`src/rtl/mul8x6_seq_ctrl_pkg.sv`:
```
// Shared types and constants for the 8x6 sequential multiplier controller.
package mul_seq_pkg;

  typedef enum logic {
    IDLE,
    CALC
  } state_t;

  localparam int unsigned STEP_W = 2;
  localparam int unsigned A_W    = 8;
  localparam int unsigned B_W    = 6;
  localparam int unsigned Y_W    = 14;

  // Left-shift applied to the partial product of each step (aL.bL, aH.bL, aL.bH, aH.bH).
  localparam logic [2:0] SH0 = 3'd0;
  localparam logic [2:0] SH1 = 3'd4;
  localparam logic [2:0] SH2 = 3'd3;
  localparam logic [2:0] SH3 = 3'd7;

endpackage

```
`src/rtl/mul8x6_seq_ctrl_mult.sv`:
```
// Existing combinational 4x3 unsigned multiplier core.
module Multiplier4x3 (
  input  logic [3:0] A,
  input  logic [2:0] B,
  output logic [6:0] Y
);

  assign Y = {3'b000, A} * {4'b0000, B};

endmodule

```
`src/rtl/mul8x6_seq_ctrl.sv`:
```
// 8x6 unsigned multiply built from four passes through one 4x3 core,
// shift-accumulating one digit-pair partial product per clock.
module mul8x6_seq_ctrl
  import mul_seq_pkg::*;
(
  input  logic           clk,
  input  logic           rst_n,
  input  logic           start,
  input  logic [A_W-1:0] a,
  input  logic [B_W-1:0] b,
  output logic           busy,
  output logic           done,
  output logic [Y_W-1:0] y
);

  state_t              state_q, state_d;
  logic [STEP_W-1:0]   step_q, step_d;
  logic [A_W-1:0]      a_q, a_d;
  logic [B_W-1:0]      b_q, b_d;
  logic [Y_W-1:0]      acc_q, acc_d;
  logic [Y_W-1:0]      y_q, y_d;
  logic                done_q, done_d;

  logic [3:0]          dig_a;
  logic [2:0]          dig_b;
  logic [2:0]          sh;
  logic [6:0]          pp;
  logic [Y_W-1:0]      pp_sh;

  always_comb begin
    dig_a = a_q[3:0];
    dig_b = b_q[2:0];
    sh    = SH0;
    case (step_q)
      2'd0: ;
      2'd1: begin
        dig_a = a_q[7:4];
        sh    = SH1;
      end
      2'd2: begin
        dig_b = b_q[5:3];
        sh    = SH2;
      end
      default: begin
        dig_a = a_q[7:4];
        dig_b = b_q[5:3];
        sh    = SH3;
      end
    endcase
  end

  Multiplier4x3 u_core (
    .A (dig_a),
    .B (dig_b),
    .Y (pp)
  );

  assign pp_sh = {{(Y_W-7){1'b0}}, pp} << sh;

  always_comb begin
    state_d = state_q;
    step_d  = step_q;
    a_d     = a_q;
    b_d     = b_q;
    acc_d   = acc_q;
    y_d     = y_q;
    done_d  = 1'b0;
    case (state_q)
      IDLE: begin
        if (start) begin
          a_d     = a;
          b_d     = b;
          acc_d   = '0;
          step_d  = '0;
          state_d = CALC;
        end
      end
      default: begin
        acc_d  = acc_q + pp_sh;
        step_d = step_q + STEP_W'(1);
        // Last step writes the sum straight to y so completion costs no extra cycle.
        if (step_q == '1) begin
          y_d     = acc_q + pp_sh;
          done_d  = 1'b1;
          step_d  = '0;
          state_d = IDLE;
        end
      end
    endcase
  end

  always_ff @(posedge clk) begin
    if (!rst_n) begin
      state_q <= IDLE;
      step_q  <= '0;
      a_q     <= '0;
      b_q     <= '0;
      acc_q   <= '0;
      y_q     <= '0;
      done_q  <= 1'b0;
    end else begin
      state_q <= state_d;
      step_q  <= step_d;
      a_q     <= a_d;
      b_q     <= b_d;
      acc_q   <= acc_d;
      y_q     <= y_d;
      done_q  <= done_d;
    end
  end

  assign busy = (state_q == CALC);
  assign done = done_q;
  assign y    = y_q;

endmodule

```
`config.mk`:
```
export PLATFORM = sky130hd
export DESIGN_NAME = mul8x6_seq_ctrl
export DESIGN_NICKNAME = d
export VERILOG_FILES = /design/src/rtl/mul8x6_seq_ctrl_pkg.sv /design/src/rtl/mul8x6_seq_ctrl_mult.sv /design/src/rtl/mul8x6_seq_ctrl.sv
export SDC_FILE = /design/constraint.sdc
export NUM_CORES = 1
export LEC_CHECK = 0
export ABC_CLOCK_PERIOD_IN_PS = 4600
export CAP_MARGIN = 0
export CORE_ASPECT_RATIO = 1.25
export CORE_MARGIN = 2
export CORE_UTILIZATION = 57
export CTS_BUF_LIST = sky130_fd_sc_hd__clkbuf_4 sky130_fd_sc_hd__clkbuf_8 sky130_fd_sc_hd__clkbuf_16
export CTS_CLUSTER_SIZE = 40
export DETAILED_ROUTE_END_ITERATION = 10
export DONT_BUFFER_PORTS = 1
export GPL_TIMING_DRIVEN = 0
export PLACE_DENSITY = 0.75
export RECOVER_POWER = 100
export SYNTH_ARGS = -nofsm -noshare
export SYNTH_HDL_FRONTEND = slang
export SYNTH_HIERARCHICAL = 1
export SYNTH_SLANG_ARGS = --single-unit
```
`constraint.sdc`:
```
create_clock -name clk -period 4.6 [get_ports clk]
set_input_delay 0.46 -clock clk [delete_from_list [all_inputs] [get_ports clk]]
set_output_delay 0.46 -clock clk [all_outputs]
set_load 0.1 [all_outputs]
```
Word level (Yosys, flattened, before mapping)

Cells that the tools add are included.

Add/sub/neg operators: 2
Multipliers: 1
Equality and inequality tests: 3
Shifts and indexed selects: 1
Multiplexer cells: 12
Bitwise gates (word level): 1
Reductions and logical operators: 7

Operators by type and width:

| kind                | number |
|---|---|
| $mux 14             | 2 |
| $add 14x14->14      | 1 |
| $shl 7x3->14        | 1 |
| $pmux 3 s3          | 1 |
| $mul 4x3->7         | 1 |
| $mux 2              | 3 |
| $reduce_and 2->1    | 3 |
| $eq 2x2->1 const B  | 2 |
| $mux 1              | 4 |
| $mux 4              | 1 |
| $reduce_or 2->1     | 2 |
| $mux 3              | 1 |
| $add 2x1->2 const B | 1 |
| $eq 2x1->1 const B  | 1 |
| $logic_not 2->1     | 1 |
| $reduce_bool 2->1   | 1 |
| $not 1->1           | 1 |

Flip-flop bits (word level): 46
Bits of input ports: 17
Output and inout bits: 16

Depth between registers and ports, before layout

Depth in word-level cells: 7
Depth in mapped cells: 24
Gate-level depth less buffers: 23

Modules after synthesis

Netlist, hierarchy kept.

Modules (own cells, without submodules):

| module          | times used | cells an instance | area each (um^2) | sequential area each (um^2) |
|---|---|---|---|---|
| mul8x6_seq_ctrl | 1          | 298               | 2544.9           | 920.9 |
| Multiplier4x3   | 1          | 33                | 272.8            | 0.0 |

Worst setup path after synthesis

No wires, ideal clock.

Path type: register to register
From: reg step_q[0]
To: reg y_q[11], in the netlist y[11]
Data arrival time: 4.675 ns
Setup slack: -0.196 ns
Stages on the path, launching flop included: 23
Path buffers: 1
Clock period less this slack: 4.796 ns
Cells stage by stage: dfxtp_1 inv_1 ha_1 buf_2 nor2_1 mux2_2 and2_1 fa_1 ha_1 inv_1 fa_1 xnor2_1 mux2i_1 nor2_1 a31oi_1 nor2_1 ha_1 and3_4 a211oi_4 a21oi_2 a311o_1 xnor2_1 o21ai_1

Word-level cells in the longest chain between the ends: 6
Elaborated cells between the ends (all ways): 13
Those cells by class: add/sub (1); mul (1); eq/ne (3); shift (1); mux (3); reduce/logical (4)

RTL lines:

| item                                          | RTL line                  | text |
|---|---|---|
| from (decl)                                   | mul8x6_seq_ctrl.sv:17     | `logic [STEP_W-1:0] step_q, step_d;` |
| from (signal assigned)                        | mul8x6_seq_ctrl.sv:103    | `step_q <= step_d;` |
| $eq 2x2->1 or $logic_not 2->1 (tied branches) | mul8x6_seq_ctrl.sv:34     | `case (step_q)` |
| $reduce_or 2->1 (no source line) (*)          | --                        |  |
| $mux 4 (*)                                    | mul8x6_seq_ctrl.sv:34     |  |
| via dig_a[0]                                  | mul8x6_seq_ctrl.sv:24     | `logic [3:0] dig_a;` |
| $mul 4x3->7 (*)                               | mul8x6_seq_ctrl_mult.sv:8 | `assign Y = {3'b000, A} * {4'b0000, B};` |
| via pp[4]                                     | mul8x6_seq_ctrl.sv:27     | `logic [6:0] pp;` |
| $shl 7x3->14 (*)                              | mul8x6_seq_ctrl.sv:58     | `assign pp_sh = {{(Y_W-7){1'b0}}, pp} << sh;` |
| $add 14x14->14 (*)                            | mul8x6_seq_ctrl.sv:83     | `y_d = acc_q + pp_sh;` |
| to (signal assigned)                          | mul8x6_seq_ctrl.sv:107    | `y_q <= y_d;` |
| to (decl)                                     | mul8x6_seq_ctrl.sv:21     | `logic [Y_W-1:0] y_q, y_d;` |

Mark *: on every way through the listed nets, which the timed path passes. The rest lies on a longest branch.
A chain may end at the register's enable or synchronous reset.

Final worst setup path

From: reg step_q[0]
To: reg acc_q[11]

Word-level cells in the longest chain between the ends: 7
Elaborated cells between the ends (all ways): 12
Those cells by class: add/sub (1); mul (1); eq/ne (2); shift (1); mux (4); reduce/logical (3)

RTL lines:

| item                                          | RTL line                  | text |
|---|---|---|
| $eq 2x1->1 or $logic_not 2->1 (tied branches) | mul8x6_seq_ctrl.sv:34     |  |
| $reduce_or 2->1 (no source line) (*)          | --                        |  |
| $mux 3 (*)                                    | mul8x6_seq_ctrl.sv:34     |  |
| via dig_b[2]                                  | mul8x6_seq_ctrl.sv:25     | `logic [2:0] dig_b;` |
| $mul 4x3->7 (*)                               | mul8x6_seq_ctrl_mult.sv:8 |  |
| via pp[4]                                     | mul8x6_seq_ctrl.sv:27     |  |
| $shl 7x3->14 (*)                              | mul8x6_seq_ctrl.sv:58     |  |
| $add 14x14->14 (*)                            | mul8x6_seq_ctrl.sv:79     | `acc_d = acc_q + pp_sh;` |
| $mux 14 (*)                                   | mul8x6_seq_ctrl.sv:68     | `case (state_q)` |
| to (signal assigned)                          | mul8x6_seq_ctrl.sv:98     | `acc_q <= '0;` |
| to (signal assigned)                          | mul8x6_seq_ctrl.sv:106    | `acc_q <= acc_d;` |
| to (decl)                                     | mul8x6_seq_ctrl.sv:20     | `logic [Y_W-1:0] acc_q, acc_d;` |

Marks and branches as above.

==> flow_summary.json <==
{
  "outcome": "finished, violations left",
  "violations": "setup timing",
  "hold_class": "in -> reg",
  "comb_power_share_pct": 12.8,
  "hold_viol": 0,
  "drt-initial-drc-count": 130,
  "synth_edf_count": 0,
  "p_int_uw": 564.2,
  "min_period_ns": 4.655,
  "synth_area_sq_um": 2818,
  "cp.arrival_ns": 4.85,
  "path_depth": 21,
  "clock_skew_ns": 0.01392,
  "rows": 28,
  "startpoint": "step_q[0]",
  "drc_errors": 0,
  "ios": 33,
  "cp_max_fo": 3,
  "yosysSeqAreaShare_pct": 32.68,
  "fin_ws_ns": -0.05498,
  "cts.sinks": 46,
  "cpMostUsedCell": "ha_4",
  "dp_worst_setup_slack_ns": -0.4116,
  "yosysUniqueCellTypes": 41,
  "dp_hpwl_mm": 4.440,
  "area_growth_pct": 19.09,
  "maxCapViolCount": 0,
  "tightest_slew_ns": 1.119,
  "routed_wl_mm": 6.247,
  "async_flop_share_pct": 0,
  "avgSynthCellArea_sq_um": 8.513,
  "synthTopCellsByArea": "dfxtp_1, ha_1, nand2_1, a21boi_0, and2_1",
  "clock_latency_ns": 0.30,
  "clk_pin_slew_ns": 0.09,
  "crit_path_max_incr_delay_ns": 0.53,
  "synth_most_common_cell": "nand2_1",
  "vias_per_cell": 5.725,
  "post_dp_cell_area_sq_um": 2932,
  "h-tree-depth": 2,
  "nNetsFinal": 398,
  "synth_top_area_share_pct": 32.68,
  "worst_path_dominant_cell_family": "adder cells",
  "ys_seq_elements": 46,
  "vias": 2370,
  "synthFlopType": "dfxtp_1",
  "antenna_found_initial": 0,
  "path_buf_inv": 2,
  "drtPass1Iterations": 4,
  "port_buffers": 0,
  "grt_max_degree": 15,
  "clkPwrFrac_pct": 32.9,
  "cts_tree": "yes",
  "fp.dieW_um": 66.89,
  "wl_per_cell_um": 15.09,
  "die_h_um": 82.61,
  "cp.required_ns": 4.79,
  "p_sw_share_pct": 26.77,
  "r2r_setup_slack_ns": -0.05,
  "synth_cells": 331,
  "cts_buffers": 5,
  "fp.dieArea_sq_um": 5525,
  "synth_nets": 376,
  "reg2reg_to": "acc_q[11]",
  "grt.total_usage_pct": 24.79,
  "core_sq_um": 4765,
  "synth_warnings": 6,
  "cp-start-kind": "flop",
  "yosys.area.top_type": "dfxtp_1",
  "reg2reg_from": "step_q[0]",
  "critPathCapture": "acc_q[11]",
  "start_util_pct": 59.14,
  "final_max_slew_viol_count": 0,
  "grt.overflow.total": 0,
  "pwr-share-seq_pct": 54.2,
  "crit_slowest_cell": "fa_1",
  "setup_viol": 4,
  "ant_nets": 0,
  "cp-end-kind": "flop",
  "reg2reg_depth": 21,
  "synth_commonest_cells": "nand2_1, dfxtp_1, ha_1, a21oi_1",
  "ir_worst_vdd_mv": 0.1508,
  "fmax_mhz": 214.8,
  "place_congestion": 0.9044,
  "drive_gt1_share_pct": 21.19,
  "ctsRootBufferMaster": "clkbuf_8",
  "grt_pass1_wl_mm": 10.29,
  "grt_pass1_vias": 2355,
  "crit_type": "reg -> reg",
  "fin_area_sq_um": 3356,
  "crit_path_cell_trace": "buf_4 > ha_4 > nor2_4 > mux2_4 > and2_4 > fa_1 > ha_2 > inv_2 > fa_2 > xnor2_4 > mux2i_1 > nor2_1 > a31oi_1 > nor2_2 > ha_4 > and3_4 > a211oi_4 > a21oi_4 > a311o_1 > xnor2_2 > o21ai_1",
  "p_sw_uw": 206.3,
  "antenna_cells": 0,
  "powerDensity_nw_per_um2": 229.6,
  "rsz0062_at_grt": "true",
  "p_leak_nw": 1.387,
  "finalCritPeriodShare_pct": 101.2,
  "relSlewSlack_pct": 25.33,
  "clk_path_buf_depth": 2
}
power by group through the flow:
stage / sequential, mW / combinational [mW] / clock [mW]
after detailed placement: 0.427 / 0.0779 / 0
after floorplan: 0.425 / 0.0620 / 0
after CTS: 0.418 / 0.0929 / 0.257
final: 0.418 / 0.0989 / 0.254
after global routing: 0.419 / 0.109 / 0.273
after global placement: 0.427 / 0.0766 / 0
worst min path at each step:
stage / start / to / slack [ns] / cells after the start
2_1_floorplan: acc_q[11] / acc_q[11] / 0.43 / 2
3_3_place_gp: acc_q[11] / acc_q[11] / 0.44 / 2
3_5_place_dp: acc_q[11] / acc_q[11] / 0.45 / 2
4_1_cts: b[3] / b_q[3] / 0.29 / 2
5_1_grt: rst_n / b_q[2] / 0.29 / 1
6_report: b[3] / b_q[3] / 0.29 / 2
cell type report:
cell class,instances,area (sq um)
Tap cell,60,75.07
Fill cell,379,1409
Inverter,12,52.55
Clock buffer,6,76.32
Timing Repair Buffer,18,138.9
Clock inverter,2,13.76
Multi-Input combinational cell,260,2033
Sequential cell,46,928.4
Buffer,10,37.54
stage by stage:
step | instances | TNS, ns | power (mW) | util [%] | hold WS [ns]
global placement | 391 | -3.233 | 0.5034 | 61.53 | 0.4419
finish | 414 | -0.2124 | 0.7705 | 70.43 | 0.2948
CTS | 408 | -0.1029 | 0.7676 | 66.86 | 0.2913
floorplan | 331 | 0 | 0.4873 | - | 0.4310
detailed placement | 391 | -4.643 | 0.5052 | 61.53 | 0.4515
global route | 414 | -2.840 | 0.8018 | 70.43 | 0.2876
state kept, by name, indices dropped and copies added, names as in the netlist:
name	count
done	1
step_q	2
busy	1
a_q	8
b_q	6
acc_q	14
y	14
logic make-up after synthesis:
logic type | Yosys count | synth area share [%]
XOR/XNOR | 13 | 4.041
flip-flops | 46 | 32.68
adder cells (fa/ha/maj) | 28 | 13.50
buffers and inverters | 25 | 3.419
AND/OR/NAND/NOR | 120 | 20.69
multiplexers | 12 | 4.574
AO/OA/AOI/OAI | 87 | 21.09
repair_timing:
item,in CTS,in global routing
cloned,0,0
resized for setup,28,32
hold buffers,0,0
setup endpoints to repair,18,18
pin swaps,21,27
buffers inserted,10,8
placed cells by master (no fill, tap or decap), types with 3 or more instances in the layout:
cell type and instances:
mux2_4 6, nor3b_1 7, xnor2_1 4, nand2_1 54, a21o_1 4, clkbuf_8 5, and2_4 3, inv_1 8
o21ai_0 8, xnor2_2 4, a21oi_1 12, fa_1 3, nor2_1 12, buf_4 17, and2_1 12, mux2i_1 5
dfxtp_1 44, ha_1 16, ha_2 3, ha_4 5, clkbuf_1 10, a21oi_2 6, o21ai_1 9, nor3_1 3
a31oi_1 3, a22oi_1 4, nor2b_1 16, xor2_1 4, a21boi_0 15, a22o_1 9
layer usage:
layer  vias to the layer above  part of all wire [%]  track usage, %
met5                         -                     0               0
met4                         0                   2.2           10.20
met3                        13                   3.1           4.065
met2                        44                    52           47.10
met1                      1119                    43           26.89
li1                       1194                     -               -
(Power assumes the default switching activity.)
